File: config.mk
export PLATFORM = sky130hd
export DESIGN_NAME = key_toggle_debouncer
export DESIGN_NICKNAME = d
export VERILOG_FILES = /design/src/rtl/key_toggle_debouncer.sv
export SDC_FILE = /design/constraint.sdc
export NUM_CORES = 1
export LEC_CHECK = 0
export CORE_ASPECT_RATIO = 1.4
export CORE_MARGIN = 2
export CORE_UTILIZATION = 25
export DETAILED_ROUTE_END_ITERATION = 10
export GPL_TIMING_DRIVEN = 0
export RECOVER_POWER = 25
export SLEW_MARGIN = 20
export SYNTH_ARGS = -nofsm -noshare
export SYNTH_HDL_FRONTEND = slang
export SYNTH_SLANG_ARGS = --single-unit
File: constraint.sdc
create_clock -name CLOCK_50 -period 3.1 [get_ports CLOCK_50]
set_clock_uncertainty 0.05 [all_clocks]
set_input_delay 0.62 -clock CLOCK_50 [delete_from_list [all_inputs] [get_ports CLOCK_50]]
set_output_delay 0.62 -clock CLOCK_50 [all_outputs]
set_load 0.02 [all_outputs]
File: src/rtl/key_toggle_debouncer.sv
// rtl/key_toggle_debouncer.sv - push-button synchroniser, debouncer and press toggle
// Emits clean level, press/release strobes, a toggling mux select and a press counter.
module key_toggle_debouncer #(
  parameter int DEBOUNCE_CYCLES = 1000000,
  parameter int CNT_W           = 20,
  parameter bit SEL_INIT        = 1'b0
) (
  input  logic       CLOCK_50,
  input  logic       reset,
  input  logic       KEY_n,
  output logic       pressed,
  output logic       press_pulse,
  output logic       release_pulse,
  output logic       sel,
  output logic [7:0] press_count
);

  localparam logic [CNT_W-1:0] DB_LIM = CNT_W'(DEBOUNCE_CYCLES);

  typedef enum logic [1:0] {
    UP      = 2'd0,
    DB_DOWN = 2'd1,
    DOWN    = 2'd2,
    DB_UP   = 2'd3
  } state_t;

  state_t           state;
  state_t           state_nx;
  logic [CNT_W-1:0] cnt;
  logic [CNT_W-1:0] cnt_nx;
  logic             s1;
  logic             s2;
  logic             press_nx;
  logic             release_nx;

  always_comb begin
    state_nx   = state;
    cnt_nx     = cnt;
    press_nx   = 1'b0;
    release_nx = 1'b0;
    case (state)
      UP: begin
        if (s2) begin
          state_nx = DB_DOWN;
          cnt_nx   = CNT_W'(1);
        end else begin
          cnt_nx = '0;
        end
      end
      DB_DOWN: begin
        if (!s2) begin
          state_nx = UP;
          cnt_nx   = '0;
        end else if (cnt == DB_LIM) begin
          state_nx = DOWN;
          cnt_nx   = '0;
          press_nx = 1'b1;
        end else begin
          cnt_nx = cnt + CNT_W'(1);
        end
      end
      DOWN: begin
        if (!s2) begin
          state_nx = DB_UP;
          cnt_nx   = CNT_W'(1);
        end
      end
      DB_UP: begin
        if (s2) begin
          state_nx = DOWN;
          cnt_nx   = '0;
        end else if (cnt == DB_LIM) begin
          state_nx   = UP;
          cnt_nx     = '0;
          release_nx = 1'b1;
        end else begin
          cnt_nx = cnt + CNT_W'(1);
        end
      end
      default: begin
        state_nx = UP;
        cnt_nx   = '0;
      end
    endcase
  end

  // The key is inverted before synchronising so s2 reads 1 while pressed.
  always_ff @(posedge CLOCK_50) begin
    if (reset) begin
      state         <= UP;
      cnt           <= '0;
      s1            <= 1'b0;
      s2            <= 1'b0;
      pressed       <= 1'b0;
      press_pulse   <= 1'b0;
      release_pulse <= 1'b0;
      sel           <= SEL_INIT;
      press_count   <= 8'd0;
    end else begin
      state         <= state_nx;
      cnt           <= cnt_nx;
      s1            <= ~KEY_n;
      s2            <= s1;
      pressed       <= (state_nx == DOWN) || (state_nx == DB_UP);
      press_pulse   <= press_nx;
      release_pulse <= release_nx;
      if (press_nx) begin
        sel         <= ~sel;
        press_count <= press_count + 8'd1;
      end
    end
  end

endmodule

After elaboration in Yosys (flattened, before gate mapping)
Cells that the tools add are included.
Word-level totals
  register bits: 36
  output and inout bits: 12
  input port bits: 3
Operators by class
  bitwise logic cells: 3
  add/sub/neg operators: 2
  reductions and logical operators: 3
  muxes and demuxes: 16
  equality and inequality tests: 7
Operators with widths (number)
  $mux 20: 4
  $pmux 20 s4: 1
  $add 20x1->20 const B: 1
  $eq 20x20->1 const B: 1
  $mux 2: 6
  $add 8x1->8 const B: 1
  $eq 2x2->1 const B: 4
  $pmux 2 s4: 1
  $mux 1: 4
  $not 1->1: 3
  $reduce_or 3->1: 1
  $eq 2x1->1 const B: 1
  $logic_not 2->1: 1
  $ne 2x2->1 const B: 1
  $logic_or 1x1->1: 1

Depth between registers and ports, before layout
Gate-level depths: netlist (run 1).
  depth in word-level cells: 6
  depth in mapped cells: 9
  mapped depth without buffers: 7

Least setup slack after synthesis (run 1)
Ideal clock, no wire load.
  path type: register to register
  from: register cnt[0]
  to: register press_count[7]
  data arrival time: 2156 ps
  buffers on the path: 0
  data required time: 2979 ps
  clock period less this slack: 2277 ps
  path slack: 823 ps
  stages on the path, launching flop included: 8
  path through: dfxtp_1 inv_1 ha_1 or4b_4 nor4b_4 nand4_4 or4_1 a21oi_1
On the way
  cells in the longest elaborated chain, start to end: 4
Ends and longest elaborated chain
  start: declaration: line 29  | logic [CNT_W-1:0] cnt;
  start signal: assignment: line 101  | cnt <= cnt_nx;
  $eq 20x20->1: line 54  | end else if (cnt == DB_LIM) begin
  $mux 1: line 54
  $mux 1: line 51  | if (!s2) begin
  $mux 1: line 41  | case (state)
  end signal: assignment: line 109  | press_count <= press_count + 8'd1;
  end: declaration: line 15  | output logic [7:0] press_count
No other way between the ends.
A chain may end at the register's enable or synchronous reset.

Worst setup path in the final report (run 1)
  from: register cnt[0]
  to: register cnt[18]
On the way
  cells in the longest elaborated chain, start to end: 4
  elaborated cells on any way between the ends: 6
  those cells by class: add/sub: 1; eq/ne: 1; mux: 4
Ends and longest elaborated chain (line)
  $add 20x1->20 or $eq 20x20->1 (tied branches)
  $mux 20 *: 54, 72
  $mux 20 (on tied branches): 69, 51
  $pmux 20 s4 *: 41
Every way passes the cells marked *; elsewhere a longest branch is shown, timed or not.

==> out/summary.txt, run 1 <==
Status: finished clean
Slowest stage delay, CP: 490 ps
Portion of the post-synthesis area used by sequential elements: 40.8%
Crit path setup slack, layout: 377 ps
Clock tree root driver cell: clkbuf_8
Syn_nets: 213
Nets: 234
Final weighted congestion in routability-driven placement: 0.811
First-pass GRT wire length: 7.13 mm
Number of buffers inserted by port buffering: 14
Share of post-route cells with drive strength above 1: 7.42%
Hold_buf cts: 0
Final worst-path cycle share: 87.9%
Count of maximum capacitance violations: 0
Critical hold path startpoint: s1$_SDFF_PP0_
Insertion delay to the later sink of the worst-skew pair: 300 ps
Final-report hold violation count: 0
Total of cells resized after clock tree synthesis: 0
# clock sinks: 36
Post-synth top area share: 40.8%
Number of standard cells in the final layout excluding fillers: 324
Routed len/inst: 13.0 um
Crit path launch type: register
Lkg Pwr: 0.000747 uW
Detailed placer's ending HPWL: 3.12 mm
I/O pin total: 15
Source of the worst register-to-register timing path: cnt[0]$_SDFFE_PP0P_
Kind of cell adding the most delay to the critical path: simple AND/OR/NAND/NOR gates
Number of unique standard cell types used by synthesis: 44
H-tree depth: 2
Period minus WS final: 2720 ps
Worst R2R Setup Slack: 380 ps
Pin count of the biggest net entering global routing: 13
Crit path buffers/inverters: 3
DRC violations left: 0
CTS tree: done
Final Max Tran Viols: 0
Post-CTS setup repair buffer count: 0
Power per standard cell area: 389 nW/um^2
Mean number of vias per cell: 4.94
Wirelength, routed: 4.21 mm
Dominant synthesized flop cell: dfxtp_1
Number of buffers inserted during clock tree synthesis: 5
Floorplan core area: 6890 um^2
Min-Delay Path Depth: 1
Worst Setup Path Type: register to register
Final antenna-violating net count: 0
Total grt overflow: 0
# fillers: 728
Warning count from the yosys run: 0
Layout-stage area growth over the synthesis result: 19.7%
Initial cell density of the core: 25.7%
Tightest slew margin relative to the limit: 26.7%
Max Clock Freq: 367 MHz
Unrepaired setup endpoints after global routing: false
Number of DRC violations after detailed-routing iteration 0: 29
Placement Setup Slack: 308 ps
EDFF count, synth: 0
Buffer levels on the longest clock path: 2
Setup TNS Final: 0 ps
Die outline height: 104 um
Area leader, netlist: dfxtp_1
Number of global-route vias before repair: 1539
Worst r2r dst: cnt[18]$_SDFFE_PP0P_
Vias after detailed routing: 1602
Placed cells: 316
Mapped cell area: 1770 um^2
Antenna diodes: 0
Share of synthesized registers carrying an async set or reset: 0%
Flip-flop and latch count after synthesis: 36
Worst r2r path cells: 9
Global Route Usage Sum: 11.7%
Final setup violating endpoints: 0
Post-Synthesis Mean Instance Area: 8.54 um^2
Register area: 721 um^2
Cell with the most instances after synthesis: dfxtp_1
Leading cell types by total area after synthesis: dfxtp_1, a21oi_1, nand2_1
Arrival time reported for the critical path endpoint: 2860 ps
DR pass1 iterations: 4
Initial antenna violation count: 0
Worst-path clk slew: 80 ps
Peak VDD IR: 0.000265 V
Total Die Area: 7770 um^2
Worst endpoint required time: 3230 ps
Endpoint with the worst hold slack: s2$_SDFF_PP0_
Hold Path Class: register to register
Combined area of the multi-input logic cells: 982 um^2
Horizontal die dimension: 75.1 um
Slowest library cell on the worst path: or4b_4
Nature of the critical path endpoint: register
CP Max Fanout: 10
Number of placement rows: 36
Most numerous cell types in the synthesized netlist: dfxtp_1, nand2_1, nor2_1, a21oi_1
Critical Path, Cell by Cell: inv_1 > ha_1 > or4b_4 > nor4b_4 > a21oi_1 > buf_2 > buf_1 > a32oi_1 > nand2_1
Worst Max-Slew Pin Slew: 1090 ps
Post-synthesis cell count: 207
-- layout make-up --
type | count | share of cell area (%)
sequential | 36 | 34.1
tap | 95 | 5.62
buffer | 10 | 1.83
clock inverter | 2 | 0.769
inverter | 7 | 1.24
multi-input combinational | 154 | 46.4
clock buffer | 6 | 3.43
timing repair buffer | 14 | 6.62
-- per-stage QoR --
step                hold WS (ps)  utilization (%)  power, uW  cell area, um^2
CTS                          411             30.7        829             2120
floorplan                    364                -        484             1770
detailed placement           392             29.4        490             2030
global route                 424             30.7        846             2120
global placement             384             29.4        490             2030
finish                       409             30.7        822             2120
-- flip-flops by register name, summed over array words and instances, names as in the netlist --
signal         count
release_pulse      1
s1                 1
cnt               20
state              2
s2                 1
press_count        8
sel                1
pressed            1
press_pulse        1
-- worst max-delay path by stage --
stage                         from                     endpoint  depth (start not counted)
2_1_floorplan  cnt[0]$_SDFFE_PP0P_  press_count[7]$_SDFFE_PP0P_                          7
3_3_place_gp                 reset         cnt[19]$_SDFFE_PP0P_                          4
3_5_place_dp                 reset         cnt[18]$_SDFFE_PP0P_                          7
4_1_cts        cnt[0]$_SDFFE_PP0P_         cnt[18]$_SDFFE_PP0P_                          9
5_1_grt        cnt[0]$_SDFFE_PP0P_         cnt[18]$_SDFFE_PP0P_                          9
6_report       cnt[0]$_SDFFE_PP0P_         cnt[18]$_SDFFE_PP0P_                          9
-- placed cells by master, fill, tap and decap left out, types with 2 or more instances in the layout --
cell type         n
buf_1             3
inv_1             7
nand4_1           7
clkbuf_1          7
or3_1             3
nand2_1          19
a21oi_1          15
clkdlybuf4s50_1   3
o211ai_1          2
nand3_1          10
nor2_1           18
nand3b_1          2
ha_1              3
nor4b_1           3
xor2_1            3
a31oi_1          10
xnor2_1           5
nor4_1            4
o21ai_0          10
and3_1            5
dlygate4sd3_1    11
or3_2             4
mux2i_1           3
clkbuf_8          5
a22o_1            4
nor4bb_1          2
nand2b_1          3
dfxtp_1          36
or4_1             2
-- kinds of logic after synthesis --
| kind of cell | count (synthesis) | share of synthesized area (%) |
|---|---|---|
| AOI/OAI and AO/OA | 47 | 16.3 |
| adders and majority gates | 3 | 2.12 |
| xor gates and xnor gates | 8 | 3.96 |
| and+or+nand+nor | 93 | 31.4 |
| buffers and inverters | 17 | 3.68 |
| muxes | 3 | 1.70 |
| DFF | 36 | 40.8 |
-- layer usage --
| layer | GRT usage [%] | part of all wire, % |
|---|---|---|
| met1 | 13.1 | 43 |
| met2 | 20.9 | 53 |
| met3 | 2.14 | 2.3 |
| met4 | 4.34 | 1.7 |
| met5 | 0 | 0 |
-- worst reg2reg max path, stage by stage, from the launching register on --
cell and delay (ps):
dfxtp_1 360, inv_1 70, ha_1 150, or4b_4 490, nor4b_4 430, a21oi_1 220, buf_2 240, buf_1 270
a32oi_1 260, nand2_1 70
-- where the power goes --
group          total, uW  leakage, uW  internal (uW)  switching, uW
Clock                344    0.0000414            160            184
Sequential           466     0.000290            464           2.20
Combinational       12.5     0.000415           5.31           7.16
Total                822     0.000747            629            193
Power figures use the tool's default switching activity.
==> run 2, diff against run 1 <==
--- a/config.mk
+++ b/config.mk
@@ -5,6 +5,7 @@
 export SDC_FILE = /design/constraint.sdc
 export NUM_CORES = 1
 export LEC_CHECK = 0
+export CAP_MARGIN = 20
 export CORE_ASPECT_RATIO = 1.4
 export CORE_MARGIN = 2
 export CORE_UTILIZATION = 25
==> run 2 against run 1 <==
  * Sequential power about the same
  * Count of clock-buffer cells in the layout unchanged
  * Combinational power about the same
  * Final cell count up 0.31%
  * Via count down 0.12%
  * Wire length about the same
  * Die area unchanged
  * Critical path depth unchanged
  * Clock power about the same
  * Fmax down 0.23%
  * Critical path type unchanged
  * Critical endpoint unchanged
==> out/summary.txt, run 2 (synthesized netlist as in run 1, its figures left out) <==
Final setup violating endpoints: 0 (unchanged)
Antenna diodes: 0 (unchanged)
Floorplan core area: 6890 um^2 (unchanged)
Max reg flops: 20 (unchanged)
Final antenna-violating net count: 0 (unchanged)
Layout-stage area growth over the synthesis result: 20.0% (was 19.7%)
Final-report hold violation count: 0 (unchanged)
Status: finished clean (unchanged)
Setup TNS Final: 0 ps (unchanged)
Nets: 235 (was 234)
CTS tree: done (unchanged)
Worst setup path endpoint: cnt[18]$_SDFFE_PP0P_ (unchanged)
Max Clock Freq: 366 MHz (was 367 MHz)
Peak VDD IR: 0.000267 V (was 0.000265 V)
# fillers: 728 (unchanged)
Lkg Pwr: 0.000753 uW (was 0.000747 uW)
DRC violations left: 0 (unchanged)
Global Route Usage Sum: 11.7% (unchanged)
Horizontal die dimension: 75.1 um (unchanged)
Critical Path, Cell by Cell: inv_1 > ha_1 > or4b_4 > nor4b_4 > a21oi_1 > buf_2 > buf_1 > a32oi_1 > nand2_1 (unchanged)
Share of post-route cells with drive strength above 1: 7.83% (was 7.42%)
Worst Setup Path Type: register to register (unchanged)
Number of placement rows: 36 (unchanged)
Beginning of the critical path: cnt[0]$_SDFFE_PP0P_ (unchanged)
Total design power: 822 uW (about the same)
Final weighted congestion in routability-driven placement: 0.811 (unchanged)
Number of gates on the worst path with buffers counted: 9 (unchanged)
Hold_buf cts: 0 (unchanged)
First-pass GRT wire length: 7.13 mm (unchanged)
Most common library cell in the layout ignoring fill and taps: dfxtp_1 (unchanged)
Total grt overflow: 0 (unchanged)
Mean number of vias per cell: 4.92 (was 4.94)
Kind of cell adding the most delay to the critical path: simple AND/OR/NAND/NOR gates (unchanged)
Nature of the critical path endpoint: register (unchanged)
Detailed placer's ending HPWL: 3.12 mm (unchanged)
Hold Path Class: register to register (unchanged)
Number of DRC violations after detailed-routing iteration 0: 37 (was 29)
Worst endpoint required time: 3230 ps (about the same)
Slowest stage delay, CP: 490 ps (about the same)
Biggest register: cnt (unchanged)
Die outline height: 104 um (unchanged)
Tightest slew margin relative to the limit: 36.7% (was 26.7%)
CP Max Fanout: 10 (unchanged)
Final Max Tran Viols: 0 (unchanged)
Final worst-path cycle share: 88.1% (was 87.9%)
Crit path buffers/inverters: 3 (unchanged)
Arrival time reported for the critical path endpoint: 2860 ps (about the same)
Insertion delay to the later sink of the worst-skew pair: 300 ps (about the same)
Unrepaired setup endpoints after global routing: false (unchanged)
Worst r2r dst: cnt[18]$_SDFFE_PP0P_ (unchanged)
Total of cells resized after clock tree synthesis: 0 (unchanged)
Initial cell density of the core: 25.7% (unchanged)
Buffer levels on the longest clock path: 2 (unchanged)
# clock sinks: 36 (unchanged)
Worst hold slack: 409 ps (unchanged)
I/O pin total: 15 (unchanged)
Worst-path clk slew: 80 ps (about the same)
Total Die Area: 7770 um^2 (unchanged)
Number of buffers inserted by port buffering: 14 (unchanged)
Crit path launch type: register (unchanged)
Wirelength, routed: 4.22 mm (was 4.21 mm)
H-tree depth: 2 (unchanged)
Source of the worst register-to-register timing path: cnt[0]$_SDFFE_PP0P_ (unchanged)
Pin count of the biggest net entering global routing: 13 (unchanged)
Clock tree root driver cell: clkbuf_8 (unchanged)
Worst Max-Slew Pin Slew: 937 ps (was 1090 ps)
Slowest library cell on the worst path: or4b_4 (unchanged)
Vias after detailed routing: 1600 (was 1602)
Worst R2R Setup Slack: 370 ps (was 380 ps)
Power per standard cell area: 388 nW/um^2 (was 389 nW/um^2)
Period minus WS final: 2730 ps (was 2720 ps)
Top library cells by usage in the layout, fill and taps aside: dfxtp_1, nand2_1, nor2_1 (unchanged)
Routed len/inst: 13.0 um (about the same)
Post-CTS setup repair buffer count: 0 (unchanged)
Count of maximum capacitance violations: 0 (unchanged)
Initial antenna violation count: 0 (unchanged)
DR pass1 iterations: 4 (unchanged)
Worst r2r path cells: 9 (unchanged)
Number of buffers inserted during clock tree synthesis: 5 (unchanged)
Number of global-route vias before repair: 1539 (unchanged)
Regs by FF count: cnt (20), press_count (8), state (2) (unchanged)
run 2: cell types whose count changed in the layout (fill, tap and decap cells not counted):
cell,before,now
buf_2,1,2
run 2: cell type report:
type	instances	area, um^2	area share [%]
multi-input combinational	154	982	46.3
sequential	36	721	34.0
timing repair buffer	15	145	6.84
tap	95	119	5.60
clock buffer	6	72.6	3.42
buffer	10	38.8	1.83
inverter	7	26.3	1.24
clock inverter	2	16.3	0.767
run 2: worst reg2reg max path: stages (launching register included):
cell and delay (ps):
dfxtp_1 360, inv_1 70, ha_1 150, or4b_4 490, nor4b_4 430, a21oi_1 220, buf_2 240, buf_1 270
a32oi_1 260, nand2_1 70
run 2: per-stage QoR:
stage / area (um^2) / instances / util [%] / setup WS [ps]
after floorplan: 1770 / 207 / - / 823
after global placement: 2030 / 316 / 29.4 / 350
after detailed placement: 2030 / 316 / 29.4 / 308
after CTS: 2120 / 324 / 30.7 / 329
after global routing: 2120 / 325 / 30.8 / 193
final: 2120 / 325 / 30.8 / 370
run 2: how the worst min path moves through the flow:
| stage | startpoint | end | slack [ps] | cells past startpoint |
|---|---|---|---|---|
| floorplan | s1$_SDFF_PP0_ | s2$_SDFF_PP0_ | 360 | 1 |
| global placement | s1$_SDFF_PP0_ | s2$_SDFF_PP0_ | 380 | 1 |
| detailed placement | s1$_SDFF_PP0_ | s2$_SDFF_PP0_ | 390 | 1 |
| CTS | s1$_SDFF_PP0_ | s2$_SDFF_PP0_ | 410 | 1 |
| global route | s1$_SDFF_PP0_ | s2$_SDFF_PP0_ | 420 | 1 |
| finish | s1$_SDFF_PP0_ | s2$_SDFF_PP0_ | 410 | 1 |
run 2: report_power, final:
group / switching [uW] / total, uW / internal [uW]
Clock: 184 / 344 / 160
Sequential: 2.20 / 466 / 464
Combinational: 7.18 / 12.5 / 5.31
Total: 193 / 822 / 629
run 2: metal layers:
| metal | GRT usage, % | part of all wire (%) | routed length (um) |
|---|---|---|---|
| met1 | 13.1 | 43 | 1810 |
| met2 | 20.9 | 53 | 2230 |
| met3 | 2.14 | 2.3 | 96 |
| met4 | 4.34 | 1.7 | 72 |
| met5 | 0 | 0 | 0 |
